--- config.mk ---
export PLATFORM = sky130hd
export DESIGN_NAME = dop_ramp_ctrl
export DESIGN_NICKNAME = d
export VERILOG_FILES = /design/src/rtl/dop_pkg.sv /design/src/rtl/dop_load_pulse.sv /design/src/rtl/dop_ramp_ctrl.sv
export SDC_FILE = /design/constraint.sdc
export NUM_CORES = 1
export LEC_CHECK = 0
export CAP_MARGIN = 15
export CORE_AREA = 10 10 151 153
export DETAILED_ROUTE_END_ITERATION = 6
export DIE_AREA = 0 0 161 163
export GPL_TIMING_DRIVEN = 0
export PLACE_DENSITY = 0.83
export SLEW_MARGIN = 20
export SYNTH_ARGS = -nofsm -noshare
export SYNTH_HDL_FRONTEND = slang
export SYNTH_SLANG_ARGS = --single-unit
--- constraint.sdc ---
create_clock -name I_clk -period 8.9 [get_ports I_clk]
set_clock_uncertainty 0.05 [all_clocks]
set_input_delay 2.225 -clock I_clk [delete_from_list [all_inputs] [get_ports I_clk]]
set_output_delay 2.225 -clock I_clk [all_outputs]
set_load 0.02 [all_outputs]
--- src/rtl/dop_pkg.sv ---
// Shared definitions for the Doppler ramp controller and the freq_dop interface.
package dop_pkg;

   localparam int FREQ_W_DEF    = 28;
   localparam int INTV_W_DEF    = 24;
   localparam int LOAD_HOLD_DEF = 4;
   localparam int FREQ_BUS_W    = 32;

   typedef enum logic [2:0] {
      ST_IDLE    = 3'd0,
      ST_CALC    = 3'd1,
      ST_LOAD_HI = 3'd2,
      ST_LOAD_LO = 3'd3,
      ST_WAIT    = 3'd4,
      ST_DONE    = 3'd5
   } state_t;

endpackage

--- src/rtl/dop_load_pulse.sv ---
// Load strobe generator: a trigger yields LOAD_HOLD clocks high then LOAD_HOLD clocks low.
// hi_last flags the final high clock, done flags the final low clock.
module dop_load_pulse #(
   parameter int LOAD_HOLD = 4
) (
   input  logic I_clk,
   input  logic I_reset,
   input  logic trig,
   output logic load,
   output logic hi_last,
   output logic done
);

   localparam int CW = (LOAD_HOLD > 1) ? $clog2(LOAD_HOLD) : 1;

   logic [CW-1:0] cnt;
   logic          hi;
   logic          lo;

   always_ff @(posedge I_clk) begin
      if (I_reset) begin
         hi  <= 1'b0;
         lo  <= 1'b0;
         cnt <= '0;
      end else if (trig) begin
         hi  <= 1'b1;
         lo  <= 1'b0;
         cnt <= CW'(LOAD_HOLD - 1);
      end else if (hi) begin
         if (cnt == '0) begin
            hi  <= 1'b0;
            lo  <= 1'b1;
            cnt <= CW'(LOAD_HOLD - 1);
         end else begin
            cnt <= cnt - 1'b1;
         end
      end else if (lo) begin
         if (cnt == '0) begin
            lo <= 1'b0;
         end else begin
            cnt <= cnt - 1'b1;
         end
      end
   end

   assign load    = hi;
   assign hi_last = hi && (cnt == '0);
   assign done    = lo && (cnt == '0);

endmodule

--- src/rtl/dop_ramp_ctrl.sv ---
// Steps the freq_dop period word from its current value to a target in clamped steps.
// Optional load counter output O_step_cnt is built when DOP_RAMP_CNT_EN is defined.
//
// state   | meaning
// IDLE    | waiting for I_start
// CALC    | compute and register the next word
// LOAD_HI | O_load high for LOAD_HOLD clocks
// LOAD_LO | O_load low for LOAD_HOLD clocks
// WAIT    | latched interval between steps
// DONE    | one-cycle O_done, back to IDLE
module dop_ramp_ctrl
   import dop_pkg::*;
#(
   parameter int FREQ_W    = FREQ_W_DEF,
   parameter int INTV_W    = INTV_W_DEF,
   parameter int LOAD_HOLD = LOAD_HOLD_DEF
) (
   input  logic                  I_clk,
   input  logic                  I_reset,
   input  logic                  I_start,
   input  logic                  I_abort,
   input  logic [FREQ_W-1:0]     I_target,
   input  logic [FREQ_W-1:0]     I_step,
   input  logic [INTV_W-1:0]     I_intv,
   output logic [FREQ_BUS_W-1:0] O_freq,
   output logic                  O_load,
   output logic                  O_busy,
   output logic                  O_done
`ifdef DOP_RAMP_CNT_EN
   ,
   output logic [15:0]           O_step_cnt
`endif
);

   state_t state;
   state_t state_nx;

   // cur is also the word presented on O_freq; both only move in CALC
   logic [FREQ_W-1:0] cur;
   logic [FREQ_W-1:0] tgt;
   logic [FREQ_W-1:0] stp;
   logic [INTV_W-1:0] intv;
   logic [INTV_W-1:0] wcnt;
   logic              abort_flg;
   logic              trig;
   logic              p_hi_last;
   logic              p_done;

   logic [FREQ_W:0]   sum;
   logic [FREQ_W:0]   diff;
   logic [FREQ_W-1:0] nxt;

   always_comb begin
      sum  = {1'b0, cur} + {1'b0, stp};
      diff = {1'b0, cur} - {1'b0, stp};
      nxt  = tgt;
      if (stp != '0) begin
         if (cur < tgt) begin
            if (sum <= {1'b0, tgt}) nxt = sum[FREQ_W-1:0];
         end else if (cur > tgt) begin
            if (!diff[FREQ_W] && (diff[FREQ_W-1:0] >= tgt)) nxt = diff[FREQ_W-1:0];
         end
      end
   end

   always_ff @(posedge I_clk) begin
      if (I_reset) state <= ST_IDLE;
      else         state <= state_nx;
   end

   always_comb begin
      state_nx = state;
      case (state)
         ST_IDLE:    if (I_start && !I_abort) state_nx = ST_CALC;
         ST_CALC:    state_nx = I_abort ? ST_IDLE : ST_LOAD_HI;
         ST_LOAD_HI: if (p_hi_last) state_nx = ST_LOAD_LO;
         ST_LOAD_LO: begin
            if (p_done) begin
               if (abort_flg || I_abort) state_nx = ST_IDLE;
               else if (cur == tgt)      state_nx = ST_DONE;
               else if (intv == '0)      state_nx = ST_CALC;
               else                      state_nx = ST_WAIT;
            end
         end
         ST_WAIT: begin
            if (I_abort)          state_nx = ST_IDLE;
            else if (wcnt == '0)  state_nx = ST_CALC;
         end
         ST_DONE: state_nx = ST_IDLE;
         default: state_nx = ST_IDLE;
      endcase
   end

   always_comb begin
      O_busy = (state != ST_IDLE);
      O_done = (state == ST_DONE);
      trig   = (state == ST_CALC) && !I_abort;
   end

   always_ff @(posedge I_clk) begin
      if (I_reset) begin
         cur       <= '0;
         tgt       <= '0;
         stp       <= '0;
         intv      <= '0;
         wcnt      <= '0;
         abort_flg <= 1'b0;
      end else begin
         if ((state == ST_IDLE) && I_start && !I_abort) begin
            tgt  <= I_target;
            stp  <= I_step;
            intv <= I_intv;
         end
         if (trig) cur <= nxt;
         if (state_nx == ST_IDLE)
            abort_flg <= 1'b0;
         else if (((state == ST_LOAD_HI) || (state == ST_LOAD_LO)) && I_abort)
            abort_flg <= 1'b1;
         if ((state == ST_LOAD_LO) && p_done)
            wcnt <= intv - 1'b1;
         else if ((state == ST_WAIT) && (wcnt != '0))
            wcnt <= wcnt - 1'b1;
      end
   end

   assign O_freq = FREQ_BUS_W'(cur);

   dop_load_pulse #(
      .LOAD_HOLD(LOAD_HOLD)
   ) u_load_pulse (
      .I_clk   (I_clk),
      .I_reset (I_reset),
      .trig    (trig),
      .load    (O_load),
      .hi_last (p_hi_last),
      .done    (p_done)
   );

`ifdef DOP_RAMP_CNT_EN
   always_ff @(posedge I_clk) begin
      if (I_reset)                          O_step_cnt <= '0;
      else if (trig && (O_step_cnt != 16'hFFFF)) O_step_cnt <= O_step_cnt + 16'd1;
   end
`endif

endmodule

---- Word-level counts from Yosys, hierarchy flattened ----
Cells that the tools add are included.
cells by class
  bitwise gates (word level) .............. 0
  div/mod/pow operators ................... 0
  add/sub/neg operators ................... 5
  magnitude comparators ................... 4
  reduce and logical (&&, ||, !) cells .... 27
  multipliers ............................. 0
  multiplexer cells ....................... 28
  equal/unequal tests ..................... 8
  shift operators ......................... 0
operator list
  cell                   number
  $mux 28                5
  $logic_not 24->1       2
  $mux 24                2
  $sub 24x1->24 const B  2
  $add 28x28->29         1
  $le 29x28->1           1
  $sub 28x28->29         1
  $eq 28x28->1           1
  $ge 28x28->1           1
  $gt 28x28->1           1
  $lt 28x28->1           1
  $reduce_bool 28->1     1
  $mux 3                 8
  $reduce_bool 24->1     1
  $pmux 3 s5             1
  $mux 2                 6
  $logic_and 1x1->1      10
  $eq 3x2->1 const B     2
  $eq 3x3->1 const B     2
  $logic_not 3->1        2
  $mux 1                 6
  $reduce_bool 3->1      2
  $reduce_or 2->1        2
  $eq 3x1->1 const B     1
  8 further kinds        10
storage, ports and cells
  output and inout bits ................... 35
  input bits .............................. 84
  register bits after elaboration ......... 140
  ROM bits ................................ 0
  memories ................................ 0
  memory bits (writable) .................. 0
  latch bits .............................. 0
  word-level logic and storage cells ...... 82

---- Depth between registers and ports, before layout ----
  word-level depth ........................ 8
  mapped depth ............................ 21
  mapped depth without buffers ............ 20

---- By module ----
Synthesis repeated with hierarchy kept, for this count alone.
unflattened totals
  cells, all modules ...................... 1586
  area, all modules ....................... 11616.1 sq um
by module, submodules not included
  module          cells an instance  area each (sq um)  times used  sequential area each (sq um)
  dop_ramp_ctrl   1564               11390.9            1           2722.6
  dop_load_pulse  22                 225.2              1           80.1

---- Worst setup path before layout ----
OpenSTA, ideal clock, no wires.
  path type ............................... reg2reg
  start ................................... register cur[4]
  end ..................................... register cur[18]
  path buffers ............................ 2
  library setup time ...................... 92 ps
  clock period less this slack ............ 4728 ps
  data required time ...................... 8758 ps
  arrival time ............................ 4586 ps
  slack ................................... 4172 ps
  cell stages (with the launch flop) ...... 20
  cells stage by stage .................... dfxtp_1 ha_1 buf_2 and2_1 a221oi_1 a21oi_1 o21ai_0 o211ai_1 a41oi_1 xnor2_1 ha_1 a21oi_1 o21ai_0 a211o_1 nor4_1 a2111oi_4 nand2_1 clkbuf_1 o21ai_0 o32ai_1
on the way
  cells in the longest elaborated chain, start to end .. 7
  elaborated cells on any way between the ends .. 13
  classes of those cells .................. 2 x add/sub; 4 x order compare; 5 x mux; 2 x reduce/logical
RTL lines
  item                                                    RTL line              text
  start, declared                                         dop_ramp_ctrl.sv:39   logic [FREQ_W-1:0] cur;
  start signal, assigned                                  dop_ramp_ctrl.sv:114  if (trig) cur <= nxt;
  $sub 28x28->29                                          dop_ramp_ctrl.sv:55   diff = {1'b0, cur} - {1'b0, stp};
  $ge 28x28->1 / $logic_not 1->1 (equally long branches)  dop_ramp_ctrl.sv:61   if (!diff[FREQ_W] && (diff[FREQ_W-1:0] >= tgt)) nxt = diff[FREQ_W-1:0];
  $logic_and 1x1->1                                       dop_ramp_ctrl.sv:61
  $mux 28                                                 dop_ramp_ctrl.sv:61
  $mux 28                                                 dop_ramp_ctrl.sv:60   end else if (cur > tgt) begin
  $mux 28 (*)                                             dop_ramp_ctrl.sv:58   if (cur < tgt) begin
  $mux 28 (*)                                             dop_ramp_ctrl.sv:57   if (stp != '0) begin
Mark *: on every way between the ends. The rest lies on a longest branch, timed or not.
A chain may end at the register's enable or synchronous reset.

---- Final worst setup path ----
  start ................................... register cur[6]
  end ..................................... register cur[19]
Same word-level chain as after synthesis.

==> results.json <==
{
  "status": "completed",
  "synthCells": 1595,
  "fin_cells": 2012,
  "dr.pass1.iters": 6,
  "maxCapViolations": 0,
  "rr_worst_depth": 18,
  "hold_end": "tgt[15]",
  "dp_hpwl_mm": 31.5,
  "yosys-top-cells-area": "dfxtp_1 (24%), ha_1 (15%), nand2_1 (8.6%)",
  "dp_slack_ns": 2.78,
  "port_buffers": 113,
  "cts_tree": "built",
  "finalSetupTns_ns": 0,
  "vdd_ir_drop_max_uv": 142,
  "endpoint_kind": "flop",
  "diodes": 0,
  "synth_top_area_share_pct": 24.0,
  "fp.dieW_um": 161,
  "worstSetupStartpointType": "flop",
  "vias": 12500,
  "power_density_mw_per_mm2": 176,
  "cts_resized": 0,
  "worst-setup-path-type": "reg2reg",
  "antenna_found_initial": 1,
  "yosys_warnings": 0,
  "synth_seq_area_share_pct": 24.0,
  "synth_area_mm2": 0.0117,
  "core_area_mm2": 0.0199,
  "num_rows": 52,
  "fp.dieH_um": 163,
  "worst_slack_ns": 2.53,
  "grt_use_total_pct": 29.0,
  "dp_cells": 1981,
  "yosysTopAreaCell": "dfxtp_1",
  "path_clk_slew_ns": 0.07,
  "drive_gt1_share_pct": 4.42,
  "slew_violations": 0,
  "cp-startpoint": "cur[6]",
  "cts_setup_buffers": 0,
  "finalPower_mw": 2.42,
  "rr_startpoint": "cur[6]",
  "ios": 119,
  "hold_path.class": "reg2reg",
  "grt_overflow_total": 0,
  "antenna_left": 0,
  "synthArstFlopShare_pct": 0,
  "finalHoldViolations": 0,
  "ys.flop_type": "dfxtp_1",
  "cts.sinks": 140,
  "holdCritStartpoint": "tgt[15]",
  "r2r-end": "cur[19]",
  "p_leak_nw": 5.55,
  "first_iter_violations": 1117,
  "gp_congestion": 1.02,
  "via_per_inst": 6.20,
  "hold-path-cell-count": 2,
  "final_cell_mix": "nand2_1 (267), a21oi_1 (163), nor2_1 (157)",
  "numCtsBuffers": 17,
  "syn2layout_area_growth_pct": 17.6,
  "grt_pass1_vias": 11900,
  "avgSynthCellArea_um2": 7.33,
  "rsz0062_at_grt": "no",
  "critPathMaxFanout": 10,
  "final_common_cell": "nand2_1",
  "grt_pass1_wl_mm": 61.8,
  "synth_edf_count": 0,
  "arrival_ns": 6.67,
  "fin_crit_ns": 6.37,
  "max_freq_ghz": 0.157,
  "routed_wl_mm": 39.7,
  "ys_ff_latch": 140,
  "synth_cell_types": 84,
  "initial_core_util_pct": 58.8,
  "die_area_mm2": 0.0262,
  "fin_util_pct": 69.1,
  "final-setup-viol-count": 0,
  "relSlewSlack_pct": 36.4,
  "wire_per_inst_um": 19.7,
  "grt_max_degree": 17,
  "fin_crit_sh_pct": 71.6,
  "r2r_setup_slack_ns": 2.53,
  "required_ns": 9.20,
  "clock_latency_ns": 0.43,
  "nets": 1958,
  "cts_htree_levels": 4,
  "hold_buffers": 0,
  "drc_errors": 0,
  "clockBufferDepth": 2,
  "cts_root_buf": "clkbuf_16",
  "worstMarginPinSlew_ns": 0.950
}
==> registers in the layout (all words and copies together) (netlist names) <==
register / flops
wcnt: 24
stp: 28
cur: 28
state: 3
abort_flg: 1
u_load_pulse.lo: 1
intv: 24
u_load_pulse.cnt: 2
tgt: 28
u_load_pulse.load: 1
==> metrics by stage <==
step	area (µm²)	hold slack [ns]
2_1_floorplan	11700	0.386
3_3_place_gp	13200	0.396
3_5_place_dp	13200	0.400
4_1_cts	13800	0.410
5_1_grt	13800	0.434
6_report	13800	0.411
==> power by group <==
| group | switching, mW | internal (mW) |
|---|---|---|
| clock network | 0.323 | 0.396 |
| registers | 0.0374 | 0.652 |
| logic | 0.629 | 0.387 |
| total | 0.989 | 1.43 |
==> synthesized netlist by cell type, drive strengths merged (3+ instances only) <==
| cell type | instances |
|---|---|
| a2111oi | 8 |
| a211o | 3 |
| a211oi | 36 |
| a21boi | 3 |
| a21o | 17 |
| a21oi | 165 |
| a221oi | 6 |
| a311oi | 7 |
| a31oi | 7 |
| and2 | 5 |
| and3 | 8 |
| buf | 18 |
| clkbuf | 60 |
| dfxtp | 140 |
| ha | 142 |
| inv | 94 |
| mux2 | 3 |
| mux2i | 11 |
| nand2 | 267 |
| nand2b | 11 |
| nand3 | 36 |
| nand4 | 19 |
| nor2 | 157 |
| nor2b | 18 |
| nor3 | 40 |
| nor3b | 4 |
| nor4 | 20 |
| o2111ai | 3 |
| o211ai | 18 |
| o21a | 9 |
| o21ai | 71 |
| o21bai | 6 |
| o221ai | 17 |
| o22ai | 4 |
| o311a | 3 |
| o31a | 4 |
| o31ai | 11 |
| o32ai | 4 |
| or2 | 10 |
| or3 | 13 |
| xnor2 | 53 |
| xor2 | 27 |
==> cell type report <==
class	instances	area, µm²
buffer	78	339
clock buffer	17	425
clock inverter	14	151
fill	1783	6150
inverter	94	353
multi-input combinational	1286	8220
sequential	140	2800
tap	270	338
timing repair buffer	113	1130
==> critical path, stage by stage, from the launching register on <==
cell and delay, ns:
dfxtp_1 0.48, ha_1 0.29, clkbuf_1 0.26, a21oi_1 0.23
o21ai_0 0.14, or3_1 0.38, o21ai_0 0.40, xnor2_1 0.24
ha_1 0.32, a21oi_1 0.15, o21ai_0 0.15, a2111oi_0 0.57
a211oi_1 0.20, nor4_1 0.71, a2111oi_4 0.24, nand2_1 0.42
clkbuf_1 0.55, o221ai_1 0.29, o21ai_0 0.21
==> worst max-delay path by stage <==
stage | cells past startpoint | slack (ns) | end
3_3_place_gp | 18 | 2.85 | cur[23]
5_1_grt | 18 | 2.28 | cur[19]
4_1_cts | 18 | 2.73 | cur[19]
2_1_floorplan | 19 | 4.17 | cur[18]
3_5_place_dp | 18 | 2.78 | cur[19]
6_report | 18 | 2.53 | cur[19]
==> cell families (layout without fill, tap and decap cells) <==
logic type      after synthesis  count (layout)  synth area share (%)
other cells                   1               4                0.0321
compound gates              425             425                  23.8
buf+inv                     172             316                  5.91
simple gates                619             619                  23.6
xor+xnor                     80              80                  5.99
flops                       140             140                  24.0
fa+ha+maj                   144             144                  15.5
mux                          14              14                  1.23
==> per-layer routing <==
metal | global-route usage, % | wire length (µm) | vias to the layer above
met5 | 0 | 20 | -
met4 | 15.1 | 2200 | 2
met3 | 5.64 | 3640 | 156
met2 | 48.4 | 17900 | 646
met1 | 34.7 | 15900 | 5754
li1 | - | - | 5916
No activity file was read; power rests on OpenSTA's default activity.
